File: src/rtl/eeg_fram_pkg.sv
`default_nettype none
// ============================================================================
// Module : eeg_fram_pkg
// Desc   : Shared state encodings and default widths for the FRAM write path.
// Rev    : 1.0
// ============================================================================
package eeg_fram_pkg;

  localparam int FRAM_NUM_DW_DEF = 4;
  localparam int FRAM_ADD_AW_DEF = 12;
  localparam int FRAM_DAT_DW_DEF = 4;

  typedef enum logic [2:0] {
    FRAM_WAGEN_IDLE  = 3'b001,
    FRAM_WAGEN_RUN   = 3'b010,
    FRAM_WAGEN_DRAIN = 3'b100
  } fram_wagen_st_e;

endpackage
`default_nettype wire

File: src/rtl/eeg_fram_wagen_cnt.sv
`default_nettype none
// ============================================================================
// Module : EEG_FRAM_WAGEN_CNT
// Desc   : Lane / word index counter pair for the FRAM write-address generator.
// Rev    : 1.0
// ============================================================================
module EEG_FRAM_WAGEN_CNT
  import eeg_fram_pkg::*;
#(
  parameter int FRAM_NUM_DW = FRAM_NUM_DW_DEF,
  parameter int FRAM_ADD_AW = FRAM_ADD_AW_DEF,
  parameter int FRAM_NUM_AW = $clog2(FRAM_NUM_DW)
) (
  input  logic                   clk,
  input  logic                   rst_n,
  input  logic                   clr,
  input  logic                   inc,
  input  logic [FRAM_ADD_AW-1:0] len_m1,
  output logic [FRAM_NUM_AW-1:0] lane_idx,
  output logic [FRAM_ADD_AW-1:0] wrd_idx,
  output logic                   last
);

  localparam logic [FRAM_NUM_AW-1:0] LANE_MAX = FRAM_NUM_AW'(FRAM_NUM_DW - 1);

  logic [FRAM_NUM_AW-1:0] lane_q, lane_d;
  logic [FRAM_ADD_AW-1:0] wrd_q, wrd_d;

  always_comb begin
    lane_d = lane_q;
    wrd_d  = wrd_q;
    if (clr) begin
      lane_d = '0;
      wrd_d  = '0;
    end else if (inc) begin
      // Lanes advance first; the word index steps once per full lane sweep.
      if (lane_q == LANE_MAX) begin
        lane_d = '0;
        wrd_d  = wrd_q + FRAM_ADD_AW'(1);
      end else begin
        lane_d = lane_q + FRAM_NUM_AW'(1);
      end
    end
  end

  always_ff @(posedge clk) begin
    if (!rst_n) begin
      lane_q <= '0;
      wrd_q  <= '0;
    end else begin
      lane_q <= lane_d;
      wrd_q  <= wrd_d;
    end
  end

  assign lane_idx = lane_q;
  assign wrd_idx  = wrd_q;
  assign last     = (lane_q == LANE_MAX) && (wrd_q == len_m1);

endmodule
`default_nettype wire

File: src/rtl/eeg_fram_wagen.sv
`default_nettype none
// ============================================================================
// Module : eeg_fram_wagen
// Desc   : Round-robin FRAM write-address generator; optional word counter
//          enabled by FRAM_WAGEN_STAT_EN.
// Rev    : 1.0
// ============================================================================
module eeg_fram_wagen
  import eeg_fram_pkg::*;
#(
  parameter int FRAM_NUM_DW = FRAM_NUM_DW_DEF,
  parameter int FRAM_ADD_AW = FRAM_ADD_AW_DEF,
  parameter int FRAM_DAT_DW = FRAM_DAT_DW_DEF,
  parameter int FRAM_NUM_AW = $clog2(FRAM_NUM_DW)
) (
  input  logic                                    clk,
  input  logic                                    rst_n,
  input  logic                                    CFG_INFO_VLD,
  output logic                                    CFG_INFO_RDY,
  input  logic [FRAM_ADD_AW-1:0]                  CFG_BASE_ADD,
  input  logic [FRAM_ADD_AW-1:0]                  CFG_LEN_M1,
  input  logic                                    IN_DAT_VLD,
  output logic                                    IN_DAT_RDY,
  input  logic [FRAM_DAT_DW-1:0]                  IN_DAT_DAT,
  output logic [FRAM_NUM_DW-1:0]                  ETOF_DAT_VLD,
  output logic [FRAM_NUM_DW-1:0]                  ETOF_DAT_LST,
  input  logic [FRAM_NUM_DW-1:0]                  ETOF_DAT_RDY,
  output logic [FRAM_NUM_DW-1:0][FRAM_ADD_AW-1:0] ETOF_DAT_ADD,
  output logic [FRAM_NUM_DW-1:0][FRAM_DAT_DW-1:0] ETOF_DAT_DAT
`ifdef FRAM_WAGEN_STAT_EN
  ,
  output logic [FRAM_ADD_AW+FRAM_NUM_AW:0]        STAT_WRD_CNT
`endif
);

  fram_wagen_st_e state_q, state_d;

  logic [FRAM_ADD_AW-1:0] base_q, base_d;
  logic [FRAM_ADD_AW-1:0] len_m1_q, len_m1_d;

  logic                   out_vld_q, out_vld_d;
  logic [FRAM_NUM_AW-1:0] out_lane_q, out_lane_d;
  logic [FRAM_ADD_AW-1:0] out_add_q, out_add_d;
  logic [FRAM_DAT_DW-1:0] out_dat_q, out_dat_d;
  logic                   out_lst_q, out_lst_d;

  logic [FRAM_NUM_AW-1:0] w_lane_idx;
  logic [FRAM_ADD_AW-1:0] w_wrd_idx;
  logic                   w_last;
  logic                   w_cfg_acc;
  logic                   w_in_acc;
  logic                   w_out_ena;

  assign CFG_INFO_RDY = (state_q == FRAM_WAGEN_IDLE);
  assign w_cfg_acc    = CFG_INFO_VLD & CFG_INFO_RDY;
  assign w_out_ena    = out_vld_q & ETOF_DAT_RDY[out_lane_q];
  assign IN_DAT_RDY   = (state_q == FRAM_WAGEN_RUN) & (~out_vld_q | w_out_ena);
  assign w_in_acc     = IN_DAT_VLD & IN_DAT_RDY;

  EEG_FRAM_WAGEN_CNT #(
    .FRAM_NUM_DW (FRAM_NUM_DW),
    .FRAM_ADD_AW (FRAM_ADD_AW),
    .FRAM_NUM_AW (FRAM_NUM_AW)
  ) u_cnt (
    .clk      (clk),
    .rst_n    (rst_n),
    .clr      (w_cfg_acc),
    .inc      (w_in_acc),
    .len_m1   (len_m1_q),
    .lane_idx (w_lane_idx),
    .wrd_idx  (w_wrd_idx),
    .last     (w_last)
  );

  always_comb begin
    state_d = state_q;
    case (state_q)
      FRAM_WAGEN_IDLE:  if (w_cfg_acc) state_d = FRAM_WAGEN_RUN;
      FRAM_WAGEN_RUN:   if (w_in_acc && w_last) state_d = FRAM_WAGEN_DRAIN;
      FRAM_WAGEN_DRAIN: if (w_out_ena) state_d = FRAM_WAGEN_IDLE;
      default:          state_d = FRAM_WAGEN_IDLE;
    endcase
  end

  always_comb begin
    base_d     = base_q;
    len_m1_d   = len_m1_q;
    out_vld_d  = out_vld_q;
    out_lane_d = out_lane_q;
    out_add_d  = out_add_q;
    out_dat_d  = out_dat_q;
    out_lst_d  = out_lst_q;
    if (w_cfg_acc) begin
      base_d   = CFG_BASE_ADD;
      len_m1_d = CFG_LEN_M1;
    end
    // A load wins over a drain so the register refills in the same cycle.
    if (w_in_acc) begin
      out_vld_d  = 1'b1;
      out_lane_d = w_lane_idx;
      out_add_d  = base_q + w_wrd_idx;
      out_dat_d  = IN_DAT_DAT;
      out_lst_d  = (w_wrd_idx == len_m1_q);
    end else if (w_out_ena) begin
      out_vld_d  = 1'b0;
    end
  end

  always_ff @(posedge clk) begin
    if (!rst_n) begin
      state_q    <= FRAM_WAGEN_IDLE;
      base_q     <= '0;
      len_m1_q   <= '0;
      out_vld_q  <= 1'b0;
      out_lane_q <= '0;
      out_add_q  <= '0;
      out_dat_q  <= '0;
      out_lst_q  <= 1'b0;
    end else begin
      state_q    <= state_d;
      base_q     <= base_d;
      len_m1_q   <= len_m1_d;
      out_vld_q  <= out_vld_d;
      out_lane_q <= out_lane_d;
      out_add_q  <= out_add_d;
      out_dat_q  <= out_dat_d;
      out_lst_q  <= out_lst_d;
    end
  end

  for (genvar i = 0; i < FRAM_NUM_DW; i++) begin : g_lane
    assign ETOF_DAT_VLD[i] = out_vld_q & (out_lane_q == FRAM_NUM_AW'(i));
    assign ETOF_DAT_LST[i] = out_vld_q & out_lst_q & (out_lane_q == FRAM_NUM_AW'(i));
    assign ETOF_DAT_ADD[i] = out_add_q;
    assign ETOF_DAT_DAT[i] = out_dat_q;
  end

`ifdef FRAM_WAGEN_STAT_EN
  logic [FRAM_ADD_AW+FRAM_NUM_AW:0] stat_cnt_q, stat_cnt_d;

  always_comb begin
    stat_cnt_d = stat_cnt_q;
    if (w_cfg_acc) begin
      stat_cnt_d = '0;
    end else if (w_out_ena) begin
      stat_cnt_d = stat_cnt_q + (FRAM_ADD_AW+FRAM_NUM_AW+1)'(1);
    end
  end

  always_ff @(posedge clk) begin
    if (!rst_n) begin
      stat_cnt_q <= '0;
    end else begin
      stat_cnt_q <= stat_cnt_d;
    end
  end

  assign STAT_WRD_CNT = stat_cnt_q;
`endif

endmodule
`default_nettype wire

File: config.mk
export PLATFORM = sky130hd
export DESIGN_NAME = eeg_fram_wagen
export DESIGN_NICKNAME = d
export VERILOG_FILES = /design/src/rtl/eeg_fram_pkg.sv /design/src/rtl/eeg_fram_wagen_cnt.sv /design/src/rtl/eeg_fram_wagen.sv
export SDC_FILE = /design/constraint.sdc
export NUM_CORES = 1
export LEC_CHECK = 0
export CORE_ASPECT_RATIO = 1.5
export CORE_MARGIN = 2
export CORE_UTILIZATION = 25
export CTS_CLUSTER_SIZE = 16
export DETAILED_ROUTE_END_ITERATION = 16
export PLACE_DENSITY = 0.55
export REMOVE_ABC_BUFFERS = 1
export SLEW_MARGIN = 10
export SYNTH_ARGS = -nofsm -noshare
export SYNTH_HDL_FRONTEND = slang
export SYNTH_SLANG_ARGS = --single-unit
export TNS_END_PERCENT = 50
File: constraint.sdc
create_clock -name clk -period 2.4 [get_ports clk]
set_clock_uncertainty 0.15 [all_clocks]
set_input_delay 0.24 -clock clk [delete_from_list [all_inputs] [get_ports clk]]
set_output_delay 0.24 -clock clk [all_outputs]
set_load 0.02 [all_outputs]
==> reports/metrics.cfg <==
[worst_setup_path]
reg2reg_from = base_q[0]
required_ns = 2.50
crit_path_cell_trace = ha_1 -> fa_1 -> a21o_1 -> a221o_1 -> a221oi_2 -> nand4_1 -> o221ai_1
crit_end = out_add_q[10]
startpoint = base_q[0]
worstSetupStartpointType = register
reg2reg_slack_ns = 0.16
worstSetupEndpointType = register
r2r_cells = 7
cp_slowest_stage_delay_ns = 0.42
crit_arrival_ns = 2.34
cp_slowest_cell = fa_1
worst-path-max-fanout = 3
rr_endpoint = out_add_q[10]
crit_type = register to register

[clock_tree]
cts_hold_buf = 0
clk_pin_slew_worst_paths_ns = 0.05
postCtsSetupRepairBufs = 0
cts_tree = built
clock_sinks = 61
cts_buffers = 9
clk_latency_ns = 0.33
cts-root-buf = clkbuf_16
cts_max_level = 3
clockBufferDepth = 2

[synthesis]
synth_simple_gate_area_frac = 0.221
synth_top_family_by_area = simple AND/OR/NAND/NOR gates
yosys-top-cells-area = dfxtp_1 35%, buf_4 11%, nand2_1 9.9%
synth_edf_count = 0
synth_compound_area_frac = 0.167
yosys.area_share.adder = 0.0524
ys_seq_area_frac = 0.350
synth_most_common_cell = nand2_1
synthXorXnorAreaFrac = 0.0703
synth-main-ff-cell = dfxtp_1
synth_top_area_share = 0.350
syn_inst = 422
synth_top_area_cell = dfxtp_1
yosys.cell_types.count = 46
synth.top_cells.by_count = 92 x nand2_1, 61 x dfxtp_1, 50 x buf_4
synth-seq-cells = 61
synth_area_per_cell_um2 = 8.27
ys_async_sr_fraction = 0
synth_mux_area_frac = 0.00681
syn_area_um2 = 3490
yosysWarnings = 0

[layout]
synthToLayoutAreaGrowth_pct = 37.9
diodes = 0
fin_util = 0.354
final.fill_count = 1432
final_cells = 659
layout-drive-gt1-share = 0.0765
finalNetCount = 542

[route]
viasPerCell = 4.51
vias = 2974
drt_wl_total_mm = 8.68
postRouteAntennaNets = 0
post-route-drc-count = 0
wl_per_cell_um = 13.2
firstDrtPassIters = 4
drt_iter0_markers = 80

[run]
drv_cap = 0

[floorplanning]
pin_count = 110
die-height_um = 149
coreArea_um2 = 13600
start_util = 0.257
dieArea_um2 = 14900
rows = 52
chipWidth_um = 100

[power]
power.density_nw_per_um2 = 570
p_sw_uw = 600
p_int_mw = 2.14
comb_power_share = 0.095
clockPowerShare = 0.515
p_total_mw = 2.74
power_frac_seq = 0.390
leakage_nw = 1.80
swShare = 0.219
peakVddDrop_mv = 0.391

[sta]
finalSetupViolCount = 0
tightestPinTransition_ns = 0.580
layout_setup_ws_ns = 0.158
fmax_ghz = 0.446
setup_tns_ns = 0
fin_crit_sh = 0.934
fin_crit_ns = 2.24
maxSlewHeadroom = 0.611
finalHoldViolations = 0
maxSlewViolCount = 0
rsz0062_at_grt = false

[global_routing]
grt_use_total = 0.117
use_met3 = 0.0305
grt_pass1_wl_mm = 13.8
first_global_vias = 2876
gr-usage-met2 = 0.217
antenna_found_initial = 0
overflow = 0
use_met1 = 0.127
grt_max_degree = 33
busiest_layer = met2

[place]
preCtsSetupSlack_ns = 0.0968
portBuffers = 109
place_congestion = 0.754
post-dp-hpwl_mm = 6.80
post-place-cells = 643

[run_status]
status = complete, no violations

[worst_hold_path]
hold_class = register to register

## per-layer routing
| layer | wire [um] | vias up |
|---|---|---|
| li1 | - | 1528 |
| met1 | 3630 | 1374 |
| met2 | 4630 | 66 |
| met3 | 308 | 6 |
| met4 | 107 | 0 |
| met5 | 0 | - |
## cell families after synthesis
kind of cell,Yosys count
simple gates,168
compound gates,79
buf+inv,70
flops,61
xor+xnor,28
fa+ha+maj,14
mux,2
## critical path, delay by kind of cell (launching register included)
kind	cells	cell delay, ns
AOI/OAI and AO/OA	4	0.93
DFF	1	0.31
and+or+nand+nor	1	0.13
adders and majority gates	2	0.64
## worst min path at each step
stage	start	depth (start not counted)	to
detailed placement	base_q[10]	2	base_q[10]
global route	CFG_BASE_ADD[6]	3	base_q[6]
global placement	base_q[0]	2	base_q[0]
floorplan	rst_n	1	state_q[0]
finish	base_q[9]	2	base_q[9]
CTS	CFG_LEN_M1[7]	3	len_m1_q[7]
## layout make-up
class                   count  area, um^2  share of cell area
multi-input cells         291        1820               0.378
well taps                 162         203              0.0421
clock inverters             4        70.1              0.0146
inverters                   4        15.0             0.00312
clock buffers              12         256              0.0533
flip-flops and latches     61        1220               0.254
repair buffers            125        1230               0.255
## what timing repair did
action | in CTS | in global routing
setup endpoints to repair | 1 | 2
resized for setup | 2 | 3
endpoints found under the hold margin | 0 | 0
## state kept, by name (all words and copies together) (netlist names)
register        count
out_vld_q           1
len_m1_q           12
base_q             12
u_cnt.wrd_idx      12
state_q             3
out_lst_q           1
out_add_q          12
out_lane_q          2
out_dat_q           4
u_cnt.lane_idx      2
## power by group through the flow
| stage | registers [mW] | logic, mW | clock network (mW) |
|---|---|---|---|
| after floorplan | 1.09 | 0.119 | 0 |
| after global placement | 1.09 | 0.258 | 0 |
| after detailed placement | 1.09 | 0.262 | 0 |
| after CTS | 1.07 | 0.264 | 1.45 |
| after global routing | 1.07 | 0.289 | 1.50 |
| final | 1.07 | 0.260 | 1.41 |
## cell usage in the layout (no fill, tap or decap), types with 4 or more instances in the layout
master / netlist / layout
dfxtp_1: 61 / 59
a21oi_1: 9 / 9
ha_1: 13 / 13
nor2_1: 20 / 20
inv_1: 4 / 4
nand2_1: 92 / 92
o21ai_0: 6 / 6
a21o_1: 5 / 5
nand3_1: 15 / 15
xor2_1: 11 / 11
clkbuf_16: 0 / 9
nand4_1: 8 / 8
a21boi_0: 33 / 33
buf_4: 50 / 15
xnor2_1: 17 / 17
clkdlybuf4s50_1: 0 / 108
nor3_1: 5 / 5
a21boi_1: 6 / 6
o211ai_1: 4 / 4
and3_1: 7 / 7
## through the flow
| stage | cell area (um^2) | hold slack, ns |
|---|---|---|
| 2_1_floorplan | 3040 | 0.166 |
| 3_3_place_gp | 4470 | 0.311 |
| 3_5_place_dp | 4470 | 0.313 |
| 4_1_cts | 4800 | 0.313 |
| 5_1_grt | 4810 | 0.324 |
| 6_report | 4810 | 0.317 |
(Power assumes the default switching activity.)
